===== config.mk =====
export PLATFORM = sky130hd
export DESIGN_NAME = param_lock
export DESIGN_NICKNAME = d
export VERILOG_FILES = /design/src/rtl/param_lock.sv
export SDC_FILE = /design/constraint.sdc
export NUM_CORES = 1
export LEC_CHECK = 0
export CAP_MARGIN = 10
export CORE_MARGIN = 3
export CORE_UTILIZATION = 39
export CTS_CLUSTER_DIAMETER = 120
export DETAILED_ROUTE_END_ITERATION = 16
export DONT_BUFFER_PORTS = 1
export HOLD_SLACK_MARGIN = 0.08
export PLACE_DENSITY = 0.51
export SETUP_SLACK_MARGIN = 0.3
export SLEW_MARGIN = 20
export SYNTH_ARGS = -nofsm -noshare
export SYNTH_HDL_FRONTEND = slang
export SYNTH_SLANG_ARGS = --single-unit

===== constraint.sdc =====
create_clock -name clk -period 2.5 [get_ports clk]
set_clock_uncertainty 0.1 [all_clocks]
set_input_delay 0 -clock clk [delete_from_list [all_inputs] [get_ports clk]]
set_output_delay 0 -clock clk [all_outputs]
set_load 0.1 [all_outputs]

===== src/rtl/param_lock.sv =====
// Parameterised digit-code lock: one working digit buffer, stored key, one-cycle check, timed unlock/lockout.
// Optional macro LOCK_REKEY_EN: a new key may only be stored when none exists, or from UNLOCK.
module param_lock #(
  parameter int DIGIT_W        = 4,
  parameter int MAX_LEN        = 8,
  parameter int MAX_ATTEMPTS   = 3,
  parameter int LOCKOUT_CYCLES = 16,
  parameter int UNLOCK_CYCLES  = 16
) (
  input  logic                              clk,
  input  logic                              system_reset_n,
  input  logic                              input_btn,
  input  logic                              store_btn,
  input  logic                              submit_btn,
  input  logic                              cancel_btn,
  input  logic [DIGIT_W-1:0]                digit,
  output logic                              unlock,
  output logic                              lockout,
  output logic                              fail_pulse,
  output logic [2:0]                        cur_state,
  output logic [$clog2(MAX_LEN+1)-1:0]      entry_count,
  output logic [$clog2(MAX_ATTEMPTS+1)-1:0] attempts_left
);

  localparam int CNT_W   = $clog2(MAX_LEN + 1);
  localparam int ATT_W   = $clog2(MAX_ATTEMPTS + 1);
  localparam int TMR_MAX = (LOCKOUT_CYCLES > UNLOCK_CYCLES) ? LOCKOUT_CYCLES : UNLOCK_CYCLES;
  localparam int TMR_W   = $clog2(TMR_MAX + 1);

  localparam logic [CNT_W-1:0] CNT_FULL     = CNT_W'(MAX_LEN);
  localparam logic [ATT_W-1:0] ATT_FULL     = ATT_W'(MAX_ATTEMPTS);
  localparam logic [TMR_W-1:0] UNLOCK_LAST  = TMR_W'(UNLOCK_CYCLES - 1);
  localparam logic [TMR_W-1:0] LOCKOUT_LAST = TMR_W'(LOCKOUT_CYCLES - 1);

  localparam logic [2:0] S_IDLE    = 3'd0;
  localparam logic [2:0] S_ENTER   = 3'd1;
  localparam logic [2:0] S_STORE   = 3'd2;
  localparam logic [2:0] S_CHECK   = 3'd3;
  localparam logic [2:0] S_UNLOCK  = 3'd4;
  localparam logic [2:0] S_FAIL    = 3'd5;
  localparam logic [2:0] S_LOCKOUT = 3'd6;

  logic [2:0]         state;
  logic [3:0]         prev_q;
  logic [3:0]         levels;
  logic [3:0]         edges;
  logic               ev_cancel, ev_submit, ev_input, ev_store;
  logic               store_ok;
  logic               rekey;
  logic               append_en;
  logic               key_match;
  logic [CNT_W-1:0]   stored_len;
  logic [TMR_W-1:0]   timer;
  logic [DIGIT_W-1:0] entry_buf [MAX_LEN];
  logic [DIGIT_W-1:0] key_mem   [MAX_LEN];

`ifdef LOCK_REKEY_EN
  assign store_ok = (stored_len == '0);
  assign rekey    = 1'b1;
`else
  assign store_ok = 1'b1;
  assign rekey    = 1'b0;
`endif

  // Bit order {cancel, submit, input, store} is also the priority order.
  assign levels = {cancel_btn, submit_btn, input_btn, store_btn};
  assign edges  = levels & ~prev_q;

  always_comb begin
    // NOTE: every signal written here gets a default first so no path leaves it unassigned (no latch).
    ev_cancel = 1'b0;
    ev_submit = 1'b0;
    ev_input  = 1'b0;
    ev_store  = 1'b0;
    if (edges[3])      ev_cancel = 1'b1;
    else if (edges[2]) ev_submit = 1'b1;
    else if (edges[1]) ev_input  = 1'b1;
    else if (edges[0]) ev_store  = 1'b1;
  end

  // Buffer is empty whenever a new entry starts, so starting and appending are the same write.
  always_comb begin
    append_en = 1'b0;
    case (state)
      S_IDLE:   append_en = ev_input || (ev_store && store_ok);
      S_ENTER:  append_en = ev_input;
      S_STORE:  append_en = ev_store;
      S_UNLOCK: append_en = ev_store && rekey;
      default:  append_en = 1'b0;
    endcase
  end

  always_comb begin
    key_match = (stored_len != '0) && (entry_count == stored_len);
    for (int i = 0; i < MAX_LEN; i++) begin
      if ((CNT_W'(i) < stored_len) && (entry_buf[i] != key_mem[i])) key_match = 1'b0;
    end
  end

  always_ff @(posedge clk or negedge system_reset_n) begin
    if (!system_reset_n) begin
      state         <= S_IDLE;
      prev_q        <= '0;
      entry_count   <= '0;
      stored_len    <= '0;
      attempts_left <= ATT_FULL;
      timer         <= '0;
      // NOTE: the digit arrays are part of the reset state, so they are cleared here like any register.
      for (int i = 0; i < MAX_LEN; i++) begin
        entry_buf[i] <= '0;
        key_mem[i]   <= '0;
      end
    end else begin
      // NOTE: sequential state uses non-blocking assignments only; later writes in this block win.
      prev_q <= levels;

      if (append_en && (entry_count < CNT_FULL)) begin
        for (int i = 0; i < MAX_LEN; i++) begin
          if (CNT_W'(i) == entry_count) entry_buf[i] <= digit;
        end
        entry_count <= entry_count + CNT_W'(1);
      end

      case (state)
        S_IDLE: begin
          if (ev_input)                  state <= S_ENTER;
          else if (ev_store && store_ok) state <= S_STORE;
        end
        S_ENTER, S_STORE: begin
          if (ev_cancel || (ev_submit && state == S_STORE)) begin
            if (ev_submit) begin
              for (int i = 0; i < MAX_LEN; i++) key_mem[i] <= entry_buf[i];
              stored_len    <= entry_count;
              attempts_left <= ATT_FULL;
            end
            for (int i = 0; i < MAX_LEN; i++) entry_buf[i] <= '0;
            entry_count <= '0;
            state       <= S_IDLE;
          end else if (ev_submit) begin
            state <= S_CHECK;
          end
        end
        S_CHECK: begin
          for (int i = 0; i < MAX_LEN; i++) entry_buf[i] <= '0;
          entry_count <= '0;
          if (key_match) begin
            attempts_left <= ATT_FULL;
            timer         <= UNLOCK_LAST;
            state         <= S_UNLOCK;
          end else begin
            if (attempts_left != '0) attempts_left <= attempts_left - ATT_W'(1);
            state <= S_FAIL;
          end
        end
        S_FAIL: begin
          if (attempts_left == '0) begin
            timer <= LOCKOUT_LAST;
            state <= S_LOCKOUT;
          end else begin
            state <= S_IDLE;
          end
        end
        S_UNLOCK: begin
          if (ev_cancel)              state <= S_IDLE;
          else if (ev_store && rekey) state <= S_STORE;
          else if (timer == '0)       state <= S_IDLE;
          else                        timer <= timer - TMR_W'(1);
        end
        S_LOCKOUT: begin
          if (timer == '0) begin
            attempts_left <= ATT_FULL;
            state         <= S_IDLE;
          end else begin
            timer <= timer - TMR_W'(1);
          end
        end
        default: state <= S_IDLE;
      endcase
    end
  end

  assign cur_state  = state;
  assign unlock     = (state == S_UNLOCK);
  assign lockout    = (state == S_LOCKOUT);
  assign fail_pulse = (state == S_FAIL);

endmodule


==> results of run 1 <==
state kept, by name, summed over array words and instances, names as in the netlist:
register / flops
entry_count: 4
timer: 5
entry_buf: 32
stored_len: 4
cur_state: 3
key_mem: 32
attempts_left: 2
prev_q: 4
final cells by class:
type	instances	area (sq um)	share of cell area
antenna	3	7.51	0.00147
sequential	86	2170	0.425
timing repair buffer	39	373	0.0729
inverter	12	51.3	0.0100
tap	136	170	0.0333
multi-input combinational	275	2120	0.415
clock buffer	12	145	0.0284
clock inverter	4	70.1	0.0137
per-stage QoR:
stage	hold slack (ps)	power (mW)
floorplan	-396	2.96
global placement	-393	3.33
detailed placement	-391	3.33
CTS	87.1	4.52
global route	94.1	4.89
finish	102	4.61
path summary, 6_finish.rpt:
kind | start | end | slack (ps) | depth (start not counted)
setup / recovery | timer[0] | timer[4] | 330 | 9
hold / removal | system_reset_n | cur_state[0] | 100 | 2
setup reg to reg | timer[0] | timer[4] | 330 | 9
hold reg to reg | key_mem[1] | key_mem[1] | 410 | 1
max in group asynchronous | system_reset_n | attempts_left[0] | 1830 | 2
min in group clk | store_btn | prev_q[0] | 110 | 1
placed cells by master, fill, tap and decap left out, types with 13 or more instances in the layout:
cell type,synthesis,final
sky130_fd_sc_hd__nand3_1,21,20
sky130_fd_sc_hd__nor2_1,31,29
sky130_fd_sc_hd__xor2_1,24,24
sky130_fd_sc_hd__a21oi_1,25,24
sky130_fd_sc_hd__xnor2_1,13,13
sky130_fd_sc_hd__dfrtp_1,84,77
sky130_fd_sc_hd__mux2i_1,19,18
sky130_fd_sc_hd__mux2_2,33,33
sky130_fd_sc_hd__buf_4,0,26
sky130_fd_sc_hd__nand2_1,30,29
report_power, final:
part	internal, mW	switching (mW)	total (mW)
registers	1.55	0.153	1.70
clock network	0.588	0.486	1.07
logic	0.616	1.22	1.83
routing by layer:
metal	GRT usage	part of all wire
met5	0	0
met4	0.0517	0.013
met3	0.0480	0.046
met2	0.246	0.46
met1	0.216	0.48
what timing repair did:
| action | CTS | global route |
|---|---|---|
| gates resized for setup | 3 | 19 |
| endpoints found under the hold margin | 125 | 0 |
| hold buffers | 10 | 0 |
| pin swaps | 2 | 9 |
| setup endpoints to repair | 8 | 24 |
| setup buffers | 2 | 7 |
cell families (layout without fill, tap and decap cells):
family / count (synthesis) / count (layout) / synth area share
fa+ha+maj: 7 / 7 / 0.0205
xor+xnor: 37 / 37 / 0.0758
mux: 54 / 54 / 0.137
other cells: 0 / 3 / 0
compound gates: 61 / 61 / 0.0969
flops: 86 / 86 / 0.504
simple gates: 116 / 116 / 0.136
buf+inv: 30 / 67 / 0.0302
==> results.txt, run 1 <==
----------------------------------------------------
[Route]
  Average wire per standard cell ... 16.4 um
  Drt pass-1 iters ... 4
  Number of nets with antenna violations after detailed routing ... 0
  Post-route DRC violation count ... 0
  Via density ... ~5.3
  Number of DRC markers after the initial detailed-route iteration ... 144
  Vias after detailed routing ... between 2000 and 3000
  Total wire length ... ~9000 um

[STA]
  RSZ-0062 raised after global routing ... true
  Final hold violation count ... 0
  Period Utilization, post-route ... 0.868
  Post-Route Setup TNS ... 0 ps
  Slew of the pin with the lowest slew margin ... 482 ps
  Final critical path time including I/O delays and setup ... 2170 ps
  Headroom to the max-slew limit ... 0.678
  Final Max Tran Viols ... 0
  Worst setup margin ... 331 ps
  Max Clock Freq ... 461 MHz
  Finish-stage setup viols ... 0

[Placed design]
  Detailed-placement wirelength estimate ... ~6000 um
  Count of buffers from port buffering ... 0
  Routability congestion estimate from global placement ... 0.842
  Cell Area, Placed ... 4580 sq um
  Count of placed standard cells including taps ... 529
  Setup Slack @ Placement ... 208 ps

[Floorplan]
  Overall die width ... 111 um
  Initial standard-cell utilization of the core ... 0.407
  Total I/O pin count ... 22
  Core Rows ... 37
  Die footprint ... ~12000 sq um
  Floorplan core area ... 10500 sq um
  Die Y ... 111 um

[Critical path]
  Critical Path RT ... approximately 2700 ps
  Most used cell, CP ... sky130_fd_sc_hd__a211oi_4
  Delay contributed by the slowest stage of the critical path ... 400 ps
  Element type at the critical path start ... flip-flop
  Crit-path leading delay family ... compound AO/OA/AOI/OAI gates
  Largest fanout of any net on the critical path ... 5
  Buf/Inv on CP ... 2
  CP endpoint kind ... flip-flop
  Critical path class ... reg2reg
  Cell with the largest stage delay on the worst path ... sky130_fd_sc_hd__dfrtp_1
  Critical path arrival ... 2320 ps
  Critical Path, Cell by Cell ... inv_2 -> ha_4 -> nor4b_4 -> buf_4 -> a211oi_4 -> o21ba_4 -> a211oi_4 -> nand3_1 -> a21o_1

[Finish]
  Post-route insts no fill ... approximately 570
  Fillers ... 964
  Number of nets in the layout ... 440
  Cell area after layout ... 5110 sq um
  Utilization after layout ... 0.487
  Fraction of layout cells with a size suffix above 1 ... 0.273
  P&R area growth vs syn ... 19.7%

[Yosys]
  Unique masters post-synth ... 52
  Post-Syn Nets ... 408
  Register area share after synthesis ... 0.504
  Top-count cell post-synth ... sky130_fd_sc_hd__dfrtp_1
  Number of standard cells after synthesis ... 391
  Prevailing post-synth register cell ... sky130_fd_sc_hd__dfrtp_1
  Total number of yosys warnings ... 0
  #FFs+latches synth ... between 80 and 90
  Mapped cell area ... 4270 sq um
  Synth Area per Inst ... 10.9 sq um
  Post-synth top area share ... 0.492
  Top cells by area in the synthesized netlist ... sky130_fd_sc_hd__dfrtp_1, sky130_fd_sc_hd__mux2_2, sky130_fd_sc_hd__xor2_1
  Number of flops mapped to enable cells by yosys ... 0
  Yosys top cell by area ... sky130_fd_sc_hd__dfrtp_1
  Most used standard cells in the synthesized netlist ... sky130_fd_sc_hd__dfrtp_1, sky130_fd_sc_hd__mux2_2, sky130_fd_sc_hd__nor2_1
  Fraction of synthesis flops using an asynchronous set or reset pin ... 1.00

[Clocking]
  Total clock buffers created by CTS ... 9
  Max Root-Sink Buffers ... 2
  CTS root buffer ... sky130_fd_sc_hd__clkbuf_8
  Clock transition at path regs ... about 90 ps
  H-tree depth ... 3
  Sink Count ... between 80 and 90
  CTS tree ... yes
  Clock latency on the worst-skew pair ... 350 ps

[Global route]
  Pin count of the biggest net entering global routing ... 87
  Number of global-route vias before repair ... 3038
  First-pass GRT wire length ... 15800 um
  Global-route congestion overflow total ... 0
  Antenna violations before repair ... 3
  Total global-route track usage ... 0.159

[Power and ir drop]
  Ratio of total power to cell area ... 901 nW/um^2
  Worst-case vdd ir drop ... 0.00100 V
  Leakage dissipation ... 2.49 nW

[Outcome]
  Result of the run ... finished, final reports clean

[Hold path]
  Kind of path behind the tightest hold check ... in2async

[Run]
  Number of max-capacitance violations reported ... 0

----------------------------------------------------
No activity file was read; power rests on OpenSTA's default activity.
==> run 2, diff against run 1 <==
- CTS_BUF_LIST: default -> sky130_fd_sc_hd__clkbuf_4 sky130_fd_sc_hd__clkbuf_8
- PLACE_DENSITY: 0.51 -> 0.63
- SKIP_CTS_REPAIR_TIMING: default -> 1
==> run 2 against run 1 <==
Non-clock buffer count fell by 4. Final cell count fell by 1.1%. Sequential cell count did not move. Power fell by 3.6%. Register-to-register slack improved by 40 ps. Hold slack got worse by 40 ps. Sequential share of layout area rose by 0.83 points. Maximum frequency rose by 2.0%. Global-route usage fell by 1.0 points. Setup slack improved by 43 ps. Clock power fell by 6%. Largest power group is now sequential cells. Highest routed layer unchanged.
==> results.txt, run 2 (synthesis results as in run 1) <==
----------------------------------------------------
[Outcome]
  Result of the run ... finished, final reports clean (unchanged)

[Floorplan]
  Overall die width ... 111 um (unchanged)
  Die Y ... 111 um (unchanged)
  Total I/O pin count ... 22 (unchanged)
  Core Rows ... 37 (unchanged)
  Die footprint ... 12200 sq um (unchanged)
  Floorplan core area ... 10500 sq um (unchanged)
  Initial standard-cell utilization of the core ... 0.407 (unchanged)

[Route]
  Total met2 wirelength after detailed routing ... 4320 um (was 4260 um)
  Via density ... 5.30 (was 5.27)
  Number of nets with antenna violations after detailed routing ... 0 (unchanged)
  Metal-1 WL ... 4230 um (was 4460 um)
  Vias after detailed routing ... 2975 (was 2989)
  Number of DRC markers after the initial detailed-route iteration ... 181 (was 144)
  Post-route DRC violation count ... 0 (unchanged)
  Total wire length ... 9160 um (was 9280 um)
  Drt pass-1 iters ... 5 (was 4)
  Average wire per standard cell ... 16.3 um (was 16.4 um)
  Routed wl met3 ... 458 um (was 430 um)
  Top Layer Used ... met4 (unchanged)

[Clocking]
  CTS root buffer ... sky130_fd_sc_hd__clkbuf_8 (unchanged)
  H-tree depth ... 3 (unchanged)
  CTS tree ... yes (unchanged)
  Clock transition at path regs ... 80 ps (was 90 ps)
  Max Root-Sink Buffers ... 2 (unchanged)
  Sink Count ... 86 (unchanged)
  Total clock buffers created by CTS ... 9 (unchanged)
  Clock latency on the worst-skew pair ... 370 ps (was 350 ps)

[STA]
  Headroom to the max-slew limit ... 0.617 (was 0.678)
  Final Max Tran Viols ... 0 (unchanged)
  Final critical path time including I/O delays and setup ... 2130 ps (was 2170 ps)
  RSZ-0062 raised after global routing ... true (unchanged)
  Max Clock Freq ... 470 MHz (was 461 MHz)
  Slew of the pin with the lowest slew margin ... 574 ps (was 482 ps)
  Period Utilization, post-route ... 0.850 (was 0.868)
  Final hold violation count ... 0 (unchanged)
  Finish-stage setup viols ... 0 (unchanged)
  Post-Route Setup TNS ... 0 ps (unchanged)

[Global route]
  Antenna violations before repair ... 1 (was 3)
  Total global-route track usage ... 0.149 (was 0.159)
  Global-route congestion overflow total ... 0 (unchanged)
  First-pass GRT wire length ... 14900 um (was 15800 um)
  Pin count of the biggest net entering global routing ... 87 (unchanged)
  Number of global-route vias before repair ... 2962 (was 3038)

[Critical path]
  Critical Path, Cell by Cell ... clkinvlp_4 -> nor3_4 -> o21a_1 -> o31ai_4 -> buf_6 -> a2111oi_1 -> a311oi_2 (was inv_2 -> ha_4 -> nor4b_4 -> buf_4 -> a211oi_4 -> o21ba_4 -> a211oi_4 -> nand3_1 -> a21o_1)
  Critical path class ... reg2reg (unchanged)
  Critical Path RT ... 2670 ps (was 2650 ps)
  Delay contributed by the slowest stage of the critical path ... 550 ps (was 400 ps)
  Element type at the critical path start ... flip-flop (unchanged)
  Largest fanout of any net on the critical path ... 17 (was 5)
  Cell with the largest stage delay on the worst path ... sky130_fd_sc_hd__dfrtp_4 (was sky130_fd_sc_hd__dfrtp_1)
  Buf/Inv on CP ... 2 (unchanged)
  Critical path arrival ... 2290 ps (was 2320 ps)
  Crit-path leading delay family ... compound AO/OA/AOI/OAI gates (unchanged)
  CP endpoint kind ... flip-flop (unchanged)

[Finish]
  Most common cell after layout, fill and taps aside ... sky130_fd_sc_hd__dfrtp_1 (unchanged)
  Cell area after layout ... 5020 sq um (was 5110 sq um)
  Number of nets in the layout ... 436 (was 440)
  Utilization after layout ... 0.478 (was 0.487)
  Fraction of layout cells with a size suffix above 1 ... 0.269 (was 0.273)
  Largest registers ranked by flip-flop count ... entry_buf (32), key_mem (32), timer (5) (unchanged)
  P&R area growth vs syn ... 17.5% (was 19.7%)
  Top library cells by usage in the layout, fill and taps aside ... sky130_fd_sc_hd__dfrtp_1, sky130_fd_sc_hd__mux2_2, sky130_fd_sc_hd__nand2_1, sky130_fd_sc_hd__nor2_1 (was sky130_fd_sc_hd__dfrtp_1, sky130_fd_sc_hd__mux2_2, sky130_fd_sc_hd__nand2_1, sky130_fd_sc_hd__nor2_1, sky130_fd_sc_hd__buf_4)

[Placed design]
  Count of buffers from port buffering ... 0 (unchanged)
  Cell Area, Placed ... 4540 sq um (was 4580 sq um)
  Routability congestion estimate from global placement ... 0.814 (was 0.842)
  Detailed-placement wirelength estimate ... 5870 um (was 5990 um)

[Power and ir drop]
  Leakage dissipation ... 2.46 nW (was 2.49 nW)
  Ratio of total power to cell area ... 885 nW/um^2 (was 901 nW/um^2)
  Worst-case vdd ir drop ... 0.000769 V (was 0.00100 V)

[Hold path]
  Kind of path behind the tightest hold check ... in2reg (was in2async)

[Run]
  Number of max-capacitance violations reported ... 0 (unchanged)

----------------------------------------------------
-- run 2: cell count changes in the layout (fill, tap and decap cells not counted), sizes merged --
cell    before  now
diode        3    1
bufinv       2    1
buf         30   26
clkbuf      12   10
inv         11   13
clkinv       2    3
-- run 2: worst min-delay path, cell delays in order --
cell,delay (ps)
sky130_fd_sc_hd__nand2b_1,110
sky130_fd_sc_hd__nand2b_1,170
sky130_fd_sc_hd__a31oi_1,160
sky130_fd_sc_hd__a211oi_1,50
-- run 2: layer usage --
metal  track usage  vias up
met3        0.0508        9
met2         0.241       56
met5             0        -
li1              -     1437
met1         0.194     1473
met4        0.0369        0
-- run 2: report_power, final --
group          total [mW]  internal (mW)  switching, mW
combinational        1.72          0.552           1.16
clock                1.01          0.494          0.513
sequential           1.72           1.55          0.169
-- run 2: worst paths after layout --
check / from / end / slack [ps] / depth (start not counted)
max in group asynchronous: system_reset_n / attempts_left[0] / 1760 / 2
worst min-delay path: input_btn / cur_state[1] / 60 / 4
worst max-delay path: cur_state[1] / attempts_left[1] / 370 / 7
min in group asynchronous: system_reset_n / cur_state[0] / 120 / 2
worst max register to register: cur_state[1] / attempts_left[1] / 370 / 7
worst min register to register: timer[0] / timer[0] / 400 / 1
-- run 2: area by class of cell --
class	count	area (sq um)
clock inverters	6	66.3
repair buffers	35	319
fillers	958	5490
clock buffers	10	138
inverters	12	51.3
diodes	1	2.50
multi-input cells	275	2100
well taps	136	170
flip-flops and latches	86	2170
-- run 2: stage by stage --
stage | setup slack (ps) | power, mW | cells | hold slack, ps
after floorplan | 279 | 2.96 | 391 | -396
after global placement | 273 | 3.26 | 526 | -393
after detailed placement | 172 | 3.29 | 526 | -393
after CTS | 137 | 4.31 | 542 | -801
after global routing | 278 | 4.70 | 561 | 109
final | 375 | 4.44 | 561 | 62.1
